File: config.mk
export PLATFORM = sky130hd
export DESIGN_NAME = f2i
export DESIGN_NICKNAME = d
export VERILOG_FILES = /design/src/rtl/f2i.sv
export SDC_FILE = /design/constraint.sdc
export NUM_CORES = 1
export LEC_CHECK = 0
export BUFFER_PORTS_ARGS = -buffer_cell sky130_fd_sc_hd__buf_4
export CAP_MARGIN = 20
export CORE_ASPECT_RATIO = 1.1
export CORE_MARGIN = 5
export CORE_UTILIZATION = 62
export DETAILED_ROUTE_END_ITERATION = 10
export PLACE_DENSITY = 0.82
export SKIP_LAST_GASP = 1
export SLEW_MARGIN = 15
export SYNTH_ARGS = -nofsm -noshare
export SYNTH_HDL_FRONTEND = slang
export SYNTH_SLANG_ARGS = --single-unit
File: constraint.sdc
create_clock -name clk -period 5.2 [get_ports clk]
set_input_delay 1.04 -clock clk [delete_from_list [all_inputs] [get_ports clk]]
set_output_delay 1.04 -clock clk [all_outputs]
set_load 0.005 [all_outputs]
File: src/rtl/f2i.sv
// f2i: IEEE 754 float to signed/unsigned integer converter.
// Three clock-enabled stages: unpack, align, round/saturate.
module f2i #(
    parameter int FPWID = 32
) (
    input  logic             clk,
    input  logic             rst,
    input  logic             ce,
    input  logic             ld,
    input  logic             op,
    input  logic [2:0]       rm,
    input  logic [FPWID-1:0] i,
    output logic [FPWID-1:0] o,
    output logic             done,
    output logic             overflow,
    output logic             invalid,
    output logic             inexact
);

    localparam int EMSB = (FPWID == 64) ? 10 : 7;
    localparam int FMSB = (FPWID == 64) ? 51 : 22;
    localparam int BIAS = (1 << EMSB) - 1;
    localparam int XW   = EMSB + 2;
    localparam int MW   = FMSB + 2;
    // fraction bits kept below the binary point while aligning
    localparam int FB   = FMSB + 2;
    localparam int PW   = FPWID + FB;

    localparam logic [FPWID:0]   HALF = (FPWID+1)'(1) << (FPWID-1);
    localparam logic [FPWID-1:0] MAXP = {1'b0, {(FPWID-1){1'b1}}};
    localparam logic [FPWID-1:0] MINN = {1'b1, {(FPWID-1){1'b0}}};

    // stage 1 state
    logic          v1_q, v1_d;
    logic          s1_q, s1_d;
    logic          nan1_q, nan1_d;
    logic          inf1_q, inf1_d;
    logic          tiny1_q, tiny1_d;
    logic          op1_q, op1_d;
    logic [2:0]    rm1_q, rm1_d;
    logic [MW-1:0] m1_q, m1_d;
    logic [XW-1:0] x1_q, x1_d;

    // stage 2 state
    logic             v2_q, v2_d;
    logic             s2_q, s2_d;
    logic             nan2_q, nan2_d;
    logic             tiny2_q, tiny2_d;
    logic             op2_q, op2_d;
    logic [2:0]       rm2_q, rm2_d;
    logic [FPWID-1:0] int2_q, int2_d;
    logic             r2_q, r2_d;
    logic             st2_q, st2_d;
    logic             pre2_q, pre2_d;

    // output stage state
    logic [FPWID-1:0] o_q, o_d;
    logic             done_q, done_d;
    logic             ovf_q, ovf_d;
    logic             inv_q, inv_d;
    logic             inx_q, inx_d;

    logic [EMSB:0]   e_in;
    logic [FMSB:0]   f_in;
    logic [XW-1:0]   sh;
    logic            xneg;
    logic            xbig;
    logic [PW-1:0]   p;
    logic            inc;
    logic [FPWID:0]  mag;

    assign e_in = i[FPWID-2:FMSB+1];
    assign f_in = i[FMSB:0];

    // Stage 1: split fields, classify, remove the exponent bias
    always_comb begin
        v1_d    = v1_q;
        s1_d    = s1_q;
        nan1_d  = nan1_q;
        inf1_d  = inf1_q;
        tiny1_d = tiny1_q;
        op1_d   = op1_q;
        rm1_d   = rm1_q;
        m1_d    = m1_q;
        x1_d    = x1_q;
        if (ce) begin
            v1_d    = ld;
            s1_d    = i[FPWID-1];
            nan1_d  = (&e_in) & (|f_in);
            inf1_d  = (&e_in) & ~(|f_in);
            tiny1_d = ~(|e_in);
            op1_d   = op;
            rm1_d   = rm;
            m1_d    = {|e_in, f_in};
            x1_d    = {1'b0, e_in} - XW'(BIAS);
        end
    end

    // Stage 2: place the mantissa on a fixed-point grid, pick off r/sticky
    always_comb begin
        sh   = x1_q + XW'(1);
        xneg = x1_q[XW-1];
        xbig = ~xneg & (x1_q >= XW'(FPWID));
        p    = '0;
        if (~xneg & ~xbig)
            p = PW'(m1_q) << sh;
        else if (&x1_q)
            p = PW'(m1_q);

        v2_d    = v2_q;
        s2_d    = s2_q;
        nan2_d  = nan2_q;
        tiny2_d = tiny2_q;
        op2_d   = op2_q;
        rm2_d   = rm2_q;
        int2_d  = int2_q;
        r2_d    = r2_q;
        st2_d   = st2_q;
        pre2_d  = pre2_q;
        if (ce) begin
            v2_d    = v1_q;
            s2_d    = s1_q;
            nan2_d  = nan1_q;
            tiny2_d = tiny1_q;
            op2_d   = op1_q;
            rm2_d   = rm1_q;
            pre2_d  = xbig | inf1_q | nan1_q;
            int2_d  = p[PW-1:FB];
            r2_d    = p[FB-1];
            st2_d   = |p[FB-2:0];
            if (xneg & ~(&x1_q)) begin
                r2_d  = 1'b0;
                st2_d = |m1_q;
            end
        end
    end

    // Stage 3 datapath: rounding increment and widened magnitude
    always_comb begin
        case (rm2_q)
            3'd1:    inc = 1'b0;
            3'd2:    inc = (r2_q | st2_q) & ~s2_q;
            3'd3:    inc = (r2_q | st2_q) & s2_q;
            3'd4:    inc = r2_q | st2_q;
            default: inc = r2_q & (int2_q[0] | st2_q);
        endcase
        // zero and denormal inputs always produce zero
        if (tiny2_q)
            inc = 1'b0;
        mag = {1'b0, int2_q} + (FPWID+1)'(inc);
    end

    // Stage 3 control: sign, saturation and flags
    always_comb begin
        o_d    = o_q;
        done_d = done_q;
        ovf_d  = ovf_q;
        inv_d  = inv_q;
        inx_d  = inx_q;
        if (ce) begin
            done_d = v2_q;
            if (v2_q) begin
                ovf_d = 1'b0;
                inv_d = 1'b0;
                o_d   = s2_q ? -mag[FPWID-1:0] : mag[FPWID-1:0];
                if (nan2_q) begin
                    inv_d = 1'b1;
                    o_d   = op2_q ? MAXP : '1;
                end else if (op2_q) begin
                    if (~s2_q & (pre2_q | (mag > HALF - 1'b1))) begin
                        ovf_d = 1'b1;
                        o_d   = MAXP;
                    end else if (s2_q & (pre2_q | (mag > HALF))) begin
                        ovf_d = 1'b1;
                        o_d   = MINN;
                    end
                end else if (s2_q) begin
                    o_d   = '0;
                    inv_d = pre2_q | (|mag);
                end else if (pre2_q | mag[FPWID]) begin
                    ovf_d = 1'b1;
                    o_d   = '1;
                end
                inx_d = (r2_q | st2_q) & ~nan2_q & ~ovf_d;
            end
        end
    end

    // Pipeline registers; reset drops every in-flight conversion
    always_ff @(posedge clk or posedge rst) begin
        if (rst) begin
            v1_q    <= 1'b0;
            s1_q    <= 1'b0;
            nan1_q  <= 1'b0;
            inf1_q  <= 1'b0;
            tiny1_q <= 1'b0;
            op1_q   <= 1'b0;
            rm1_q   <= '0;
            m1_q    <= '0;
            x1_q    <= '0;
            v2_q    <= 1'b0;
            s2_q    <= 1'b0;
            nan2_q  <= 1'b0;
            tiny2_q <= 1'b0;
            op2_q   <= 1'b0;
            rm2_q   <= '0;
            int2_q  <= '0;
            r2_q    <= 1'b0;
            st2_q   <= 1'b0;
            pre2_q  <= 1'b0;
            o_q     <= '0;
            done_q  <= 1'b0;
            ovf_q   <= 1'b0;
            inv_q   <= 1'b0;
            inx_q   <= 1'b0;
        end else begin
            v1_q    <= v1_d;
            s1_q    <= s1_d;
            nan1_q  <= nan1_d;
            inf1_q  <= inf1_d;
            tiny1_q <= tiny1_d;
            op1_q   <= op1_d;
            rm1_q   <= rm1_d;
            m1_q    <= m1_d;
            x1_q    <= x1_d;
            v2_q    <= v2_d;
            s2_q    <= s2_d;
            nan2_q  <= nan2_d;
            tiny2_q <= tiny2_d;
            op2_q   <= op2_d;
            rm2_q   <= rm2_d;
            int2_q  <= int2_d;
            r2_q    <= r2_d;
            st2_q   <= st2_d;
            pre2_q  <= pre2_d;
            o_q     <= o_d;
            done_q  <= done_d;
            ovf_q   <= ovf_d;
            inv_q   <= inv_d;
            inx_q   <= inx_d;
        end
    end

    assign o        = o_q;
    assign done     = done_q;
    assign overflow = ovf_q;
    assign invalid  = inv_q;
    assign inexact  = inx_q;

endmodule

==> results.md, run 1 <==
* Slowest CP cell: or4_1
* Fin crit period at 4.67 ns
* Routed Antenna Nets at 0
* Bufs on Longest Clock Path at 2
* RSZ-0062 raised after global routing: false
* Area leader, netlist: dfrtp_1
* Fin crit share at 89.8%
* Async S/R FF share, synth at 100%
* NetSw at 1.48 mW
* Worst rel slew slack at 36.1%
* Hold bufs inserted after CTS at 0
* Full die area at 18,900 um^2
* DR vias at 10,400
* Utilization after layout at 70.7%
* Core Area at 16,200 um^2
* Hold WC Path Type: input port to asynchronous set/reset pin
* Crit path kind: flip-flop to flip-flop
* F_max at 214 MHz
* Syn_nets at 1,324
* CP max stage delay at 0.52 ns
* CTS root buffer: clkbuf_16
* Worst path bufs/invs at 2
* Worst-margin pin slew at 0.949 ns
* Slew Viols, Final at 0
* Share of cells above drive strength 1 at 17.3%
* Vias/cell at 6.86
* Flop pwr share at 30.7%
* Synthesized area at 10,100 um^2
* DRT Pass-1 Iters at 6
* Status: completed
* # IOs at 76
* Sw Share at 37.8%
* Yosys warning total at 0
* Row count at 49
* Largest delay contributor family on the critical path: simple AND/OR/NAND/NOR gates
* Setup Buffers After CTS at 0
* CP most frequent cell: ha_1
* Power share of the clock group at 32.2%
* Number of cells produced by synthesis at 1,274
* First-pass GRT wire length at 53,000 um
* Startpoint Class: flip-flop
* Most frequent cell after synthesis: nor2_1
* P_int at 2.44 mW
* Share of the synthesized area in the top cell type at 30.0%
* IO buf count at 75
* CP cell instances: nor2_1 > xnor2_1 > o21ai_0 > a211oi_1 > ha_1 > ha_1 > inv_1 > ha_1 > nor4b_1 > a31oi_1 > a21oi_1 > nand4_1 > or4_1 > or4_1 > buf_4 > nand2_4 > nand3_1 > a31oi_1
* Endpoints failing hold at 0
* GPL Wtd Cong at 1.03
* Largest net degree at the start of global routing at 72
* Seq cells post-synth at 121
* Synthesized area per cell at 7.92 um^2
* DRT iter0 DRCs at 1,144
* Sink Count at 121
* CP max FO at 17
* GRT Util Overall at 34.2%
* Ys flop type: dfrtp_1
* Final wirelength at 32,600 um
* Htree depth at 4
* Vias in the first global route at 9,840
* Final Setup Violations at 0
* Total of max-cap violations at 0
* Leakage at 4.51 nW
* # resized after CTS at 0
* Crit path DAT at 5.01 ns
* Reg clk slew, reported paths at 0.06 ns
* Clk Latency, worst-skew pair at 0.43 ns
* Layout Skew at 0.0105 ns
* CP Capture Type: flip-flop
* Crit path from: rm2_q[0]$_DFFE_PP0P_
* Die W at 132 um
* CP required at 5.54 ns
* Number of diodes at 0
* Worst IR Drop VDD at 0.000270 V
* Die height at 144 um
* Synth unique cells at 79
* Initial Util at 62.4%
* Post-synth top cells: nor2_1 (132), nand2_1 (123), dfrtp_1 (121)
* CTS tree: built
* Initial antenna violation count at 0
* Remaining DRCs at 0
* Hold slack at 0.481 ns
* Top cells by area, synth: dfrtp_1 (30%), mux2_2 (5.6%), nor2_1 (4.9%), nand2_1 (4.6%), xnor2_1 (4.4%)
* Comb pwr share at 37.1%
* Launching point of the worst reg2reg path: rm2_q[0]$_DFFE_PP0P_
* Post-DP HPWL at 24,300 um
* Final net count at 1,350
* Final setup TNS at 0 ns
* Pwr dens at 343 nW/um^2
* CTS Buf Count at 17
* Post-DR wirelength/cell at 21.5 um
* Sequential area share after synthesis at 30.0%
* Post-synth EDFFs at 0
* Layout area overhead at 13.3%
* Total grt overflow at 0
## state kept, by name, indices dropped and copies added, names as in the netlist, 3 cells and up
register and flops:
int2_q 32, o 32, m1_q 24, x1_q 9, rm1_q 3, rm2_q 3
## routing by layer
metal / GRT usage [%] / vias to the layer above / part of all wire, %
li1: - / 4778 / -
met1: 40.8 / 4883 / 38
met2: 58.9 / 602 / 49
met3: 5.53 / 143 / 6.6
met4: 20.0 / 0 / 6.1
met5: 0 / - / 0
## kinds of logic (layout without fill, tap and decap cells)
family,Yosys count,in the layout,synth area share (%)
simple gates,487,487,23.8
mux,84,84,9.09
flops,121,121,30.0
fa+ha+maj,10,10,1.24
buf+inv,133,172,5.27
xor+xnor,72,72,6.25
compound gates,367,367,24.4
## final timing paths
| path | cells after the start | to | slack, ns |
|---|---|---|---|
| worst max-delay path | 18 | o[30]$_DFFE_PP0P_ | 0.53 |
| worst min-delay path | 2 | int2_q[6]$_DFFE_PP0P_ | 0.48 |
| worst max register to register | 18 | o[30]$_DFFE_PP0P_ | 0.53 |
| worst min register to register | 1 | done$_DFFE_PP0P_ | 0.49 |
| max in group asynchronous | 3 | m1_q[4]$_DFFE_PP0P_ | 3.64 |
| min in group clk | 1 | done$_DFFE_PP0P_ | 0.49 |
## worst register-to-register path, cell delays in order, from the launching register on
cell	delay, ns
dfrtp_1	0.41
nor2_1	0.15
xnor2_1	0.15
o21ai_0	0.09
a211oi_1	0.24
ha_1	0.31
ha_1	0.37
inv_1	0.09
ha_1	0.18
nor4b_1	0.24
a31oi_1	0.10
a21oi_1	0.26
nand4_1	0.23
or4_1	0.52
or4_1	0.49
buf_4	0.23
nand2_4	0.20
nand3_1	0.12
a31oi_1	0.21
## layout make-up
type,instances,area [um^2]
clock inverter,14,186
multi-input combinational,1020,6570
timing repair buffer,116,871
tap,204,255
clock buffer,18,439
sequential,121,3030
fill,1315,4750
inverter,24,92.6
## power by group through the flow
| stage | Sequential (mW) | Clock, mW | Combinational, mW |
|---|---|---|---|
| finish | 1.20 | 1.26 | 1.46 |
| global route | 1.22 | 1.32 | 1.58 |
| CTS | 1.20 | 1.27 | 1.42 |
| detailed placement | 1.22 | 0 | 1.42 |
| global placement | 1.21 | 0 | 1.41 |
| floorplan | 1.18 | 0 | 0.943 |
## cell usage in the layout (no fill, tap or decap), drive strengths merged, types with 5 or more instances in the layout
| cell | netlist | layout |
|---|---|---|
| a221oi | 5 | 5 |
| a22o | 5 | 5 |
| xnor2 | 51 | 51 |
| buf | 25 | 116 |
| o211ai | 7 | 7 |
| dfrtp | 121 | 121 |
| and2 | 11 | 11 |
| a2111oi | 6 | 6 |
| a32oi | 6 | 6 |
| o221ai | 6 | 6 |
| nand2b | 9 | 9 |
| or3 | 13 | 13 |
| a31oi | 20 | 20 |
| nor4 | 25 | 25 |
| mux2 | 51 | 51 |
| and3 | 8 | 8 |
| o21ai | 82 | 82 |
| nand3 | 49 | 49 |
| a211oi | 28 | 28 |
| xor2 | 21 | 21 |
| inv | 23 | 29 |
| or4 | 11 | 11 |
| nand4 | 31 | 31 |
| a221o | 5 | 5 |
| a311oi | 5 | 5 |
| nor2 | 132 | 132 |
| o2bb2ai | 17 | 17 |
| o31ai | 14 | 14 |
| clkbuf | 84 | 18 |
| ha | 10 | 10 |
| a22oi | 9 | 9 |
| or2 | 5 | 5 |
| and4 | 8 | 8 |
| o22ai | 22 | 22 |
| mux2i | 32 | 32 |
| nand2 | 124 | 124 |
| nor3 | 41 | 41 |
| a21oi | 86 | 86 |
## through the flow
stage               instances  setup slack (ns)  total power, mW  cell area, um^2
floorplan                1274             0.616             2.13            10100
global placement         1485             0.683             2.62            10800
detailed placement       1485             0.541             2.63            10800
CTS                      1517             0.537             3.90            11400
global route             1517             0.145             4.12            11400
finish                   1517             0.532             3.92            11400
(Power assumes the default switching activity.)
==> run 2, diff against run 1 <==
Settings changed: REMOVE_ABC_BUFFERS set to 1.
==> results.md, run 2 (same netlist as run 1, synthesis figures left out) <==
* Status: completed
* CP max stage delay at 0.62 ns
* Worst-margin pin slew at 1.12 ns
* Remaining DRCs at 0
* Final net count at 1,354
* Clk Latency, worst-skew pair at 0.43 ns
* Die W at 132 um
* Crit path kind: flip-flop to flip-flop
* Total grt overflow at 0
* Worst rel slew slack at 24.6%
* Endpoints failing hold at 0
* Slew Viols, Final at 0
* Worst path depth at 18
* Hold WC Path Type: flip-flop to flip-flop
* Routed Antenna Nets at 0
* DP Worst Slack at 0.281 ns
* Fin crit share at 92.7%
* Worst Setup EP: o[11]$_DFFE_PP0P_
* Flop pwr share at 31.0%
* Full die area at 18,900 um^2
* Most frequent cells in the layout: nor2_1 (132), nand2_1 (123), dfrtp_1 (121)
* CTS Buf Count at 17
* Total of max-cap violations at 0
* Multi-input gate area at 6580 um^2
* Crit path from: rm2_q[0]$_DFFE_PP0P_
* Vias/cell at 6.76
* P_int at 2.46 mW
* Worst path bufs/invs at 2
* Share of cells above drive strength 1 at 17.6%
* Sequential Area at 3030 um^2
* CTS tree: built
* Initial antenna violation count at 0
* Bufs on Longest Clock Path at 2
* First-pass GRT wire length at 53,500 um
* Critical R2R Capture: o[11]$_DFFE_PP0P_
* Sink Count at 121
* Final Setup Violations at 0
* CP required at 5.54 ns
* Worst IR Drop VDD at 0.000222 V
* Final wirelength at 33,000 um
* Htree depth at 4
* CTS root buffer: clkbuf_16
* CP cell instances: nor2_1 > xnor2_1 > o21ai_0 > a211oi_2 > ha_1 > ha_1 > inv_1 > ha_1 > nor4b_1 > a31oi_1 > a21oi_1 > nand4_1 > or4_1 > or4_1 > buf_4 > a21oi_1 > o21ai_0 > a31oi_1
* DR vias at 10,300
* Reg clk slew, reported paths at 0.06 ns
* Die height at 144 um
* Post-DP HPWL at 24,900 um
* Crit path DAT at 5.16 ns
* CP most frequent cell: ha_1
* R2R cell count at 18
* IO buf count at 75
* Vias in the first global route at 10,100
* GPL Wtd Cong at 1.03
* Startpoint Class: flip-flop
* CP Capture Type: flip-flop
* Hold slack at 0.506 ns
* Setup ws final at 0.379 ns
* Initial Util at 62.4%
* Sw Share at 37.1%
* Largest net degree at the start of global routing at 56
* Layout area overhead at 13.5%
* Row count at 49
* Launching point of the worst reg2reg path: rm2_q[0]$_DFFE_PP0P_
* Hold bufs inserted after CTS at 0
* Largest delay contributor family on the critical path: simple AND/OR/NAND/NOR gates
* Pwr dens at 342 nW/um^2
* F_max at 207 MHz
* Fin crit period at 4.82 ns
* Core Area at 16,200 um^2
* Leakage at 4.52 nW
* Fillers at 1,326
* Leading cell type in the layout, fill and taps excluded: nor2_1
* Post-DR wirelength/cell at 21.7 um
* DRT Pass-1 Iters at 6
* Comb pwr share at 37.0%
* CP max FO at 14
* Reg2reg setup slack at 0.38 ns
* RSZ-0062 raised after global routing: false
* NetSw at 1.45 mW
* Layout Skew at 0.00819 ns
* GRT Util Overall at 34.9%
* Number of diodes at 0
* Power share of the clock group at 32.0%
* DRT iter0 DRCs at 877
* # IOs at 76
* Setup Buffers After CTS at 0
* Slowest CP cell: or4_1
-- run 2: cell count changes in the layout (fill, tap and decap cells not counted), moves of 2 or more --
cell	before	now
clkbuf_1	0	2
buf_4	116	120
inv_6	5	0
clkinv_2	0	3
-- run 2: what timing repair did --
action                                  CTS  global route
endpoints found under the hold margin     0             0
gates resized for setup                   0             3
endpoints found under the setup margin    0             5
-- run 2: worst min-delay path by stage --
stage,end,startpoint,cells past startpoint
final,o[31]$_DFFE_PP0P_,o[31]$_DFFE_PP0P_,1
after global routing,op1_q$_DFFE_PP0P_,op1_q$_DFFE_PP0P_,1
after detailed placement,s2_q$_DFFE_PP0P_,s1_q$_DFFE_PP0P_,2
after CTS,o[31]$_DFFE_PP0P_,o[31]$_DFFE_PP0P_,1
after global placement,op2_q$_DFFE_PP0P_,op1_q$_DFFE_PP0P_,2
after floorplan,op2_q$_DFFE_PP0P_,op1_q$_DFFE_PP0P_,2
-- run 2: through the flow --
stage,utilization (%),total power [mW],std cells,area [um^2],setup TNS [ns]
global route,70.8,4.12,1520,11500,0
floorplan,-,2.08,1165,9650,-0.642
finish,70.8,3.91,1520,11500,0
CTS,70.7,3.90,1520,11500,0
detailed placement,67.0,2.64,1489,10800,0
global placement,67.0,2.62,1489,10800,0
-- run 2: final cells by class --
class / count / area share (%)
multi-input combinational: 1020 / 57.4
inverter: 24 / 0.808
clock buffer: 19 / 3.78
clock inverter: 12 / 1.54
timing repair buffer: 120 / 7.86
tap: 204 / 2.23
sequential: 121 / 26.4
-- run 2: per-layer routing --
metal	up-vias	wire length [um]	GRT usage [%]
met5	-	0	0
met4	0	1880	20.7
met3	118	2090	5.57
met2	522	16500	61.5
met1	4833	12500	40.2
li1	4800	-	-
-- run 2: power by group through the flow --
| stage | Combinational, mW | Clock [mW] | Sequential (mW) |
|---|---|---|---|
| 2_1_floorplan | 0.866 | 0 | 1.21 |
| 3_3_place_gp | 1.40 | 0 | 1.22 |
| 3_5_place_dp | 1.41 | 0 | 1.23 |
| 4_1_cts | 1.42 | 1.26 | 1.21 |
| 5_1_grt | 1.57 | 1.31 | 1.23 |
| 6_report | 1.45 | 1.25 | 1.21 |
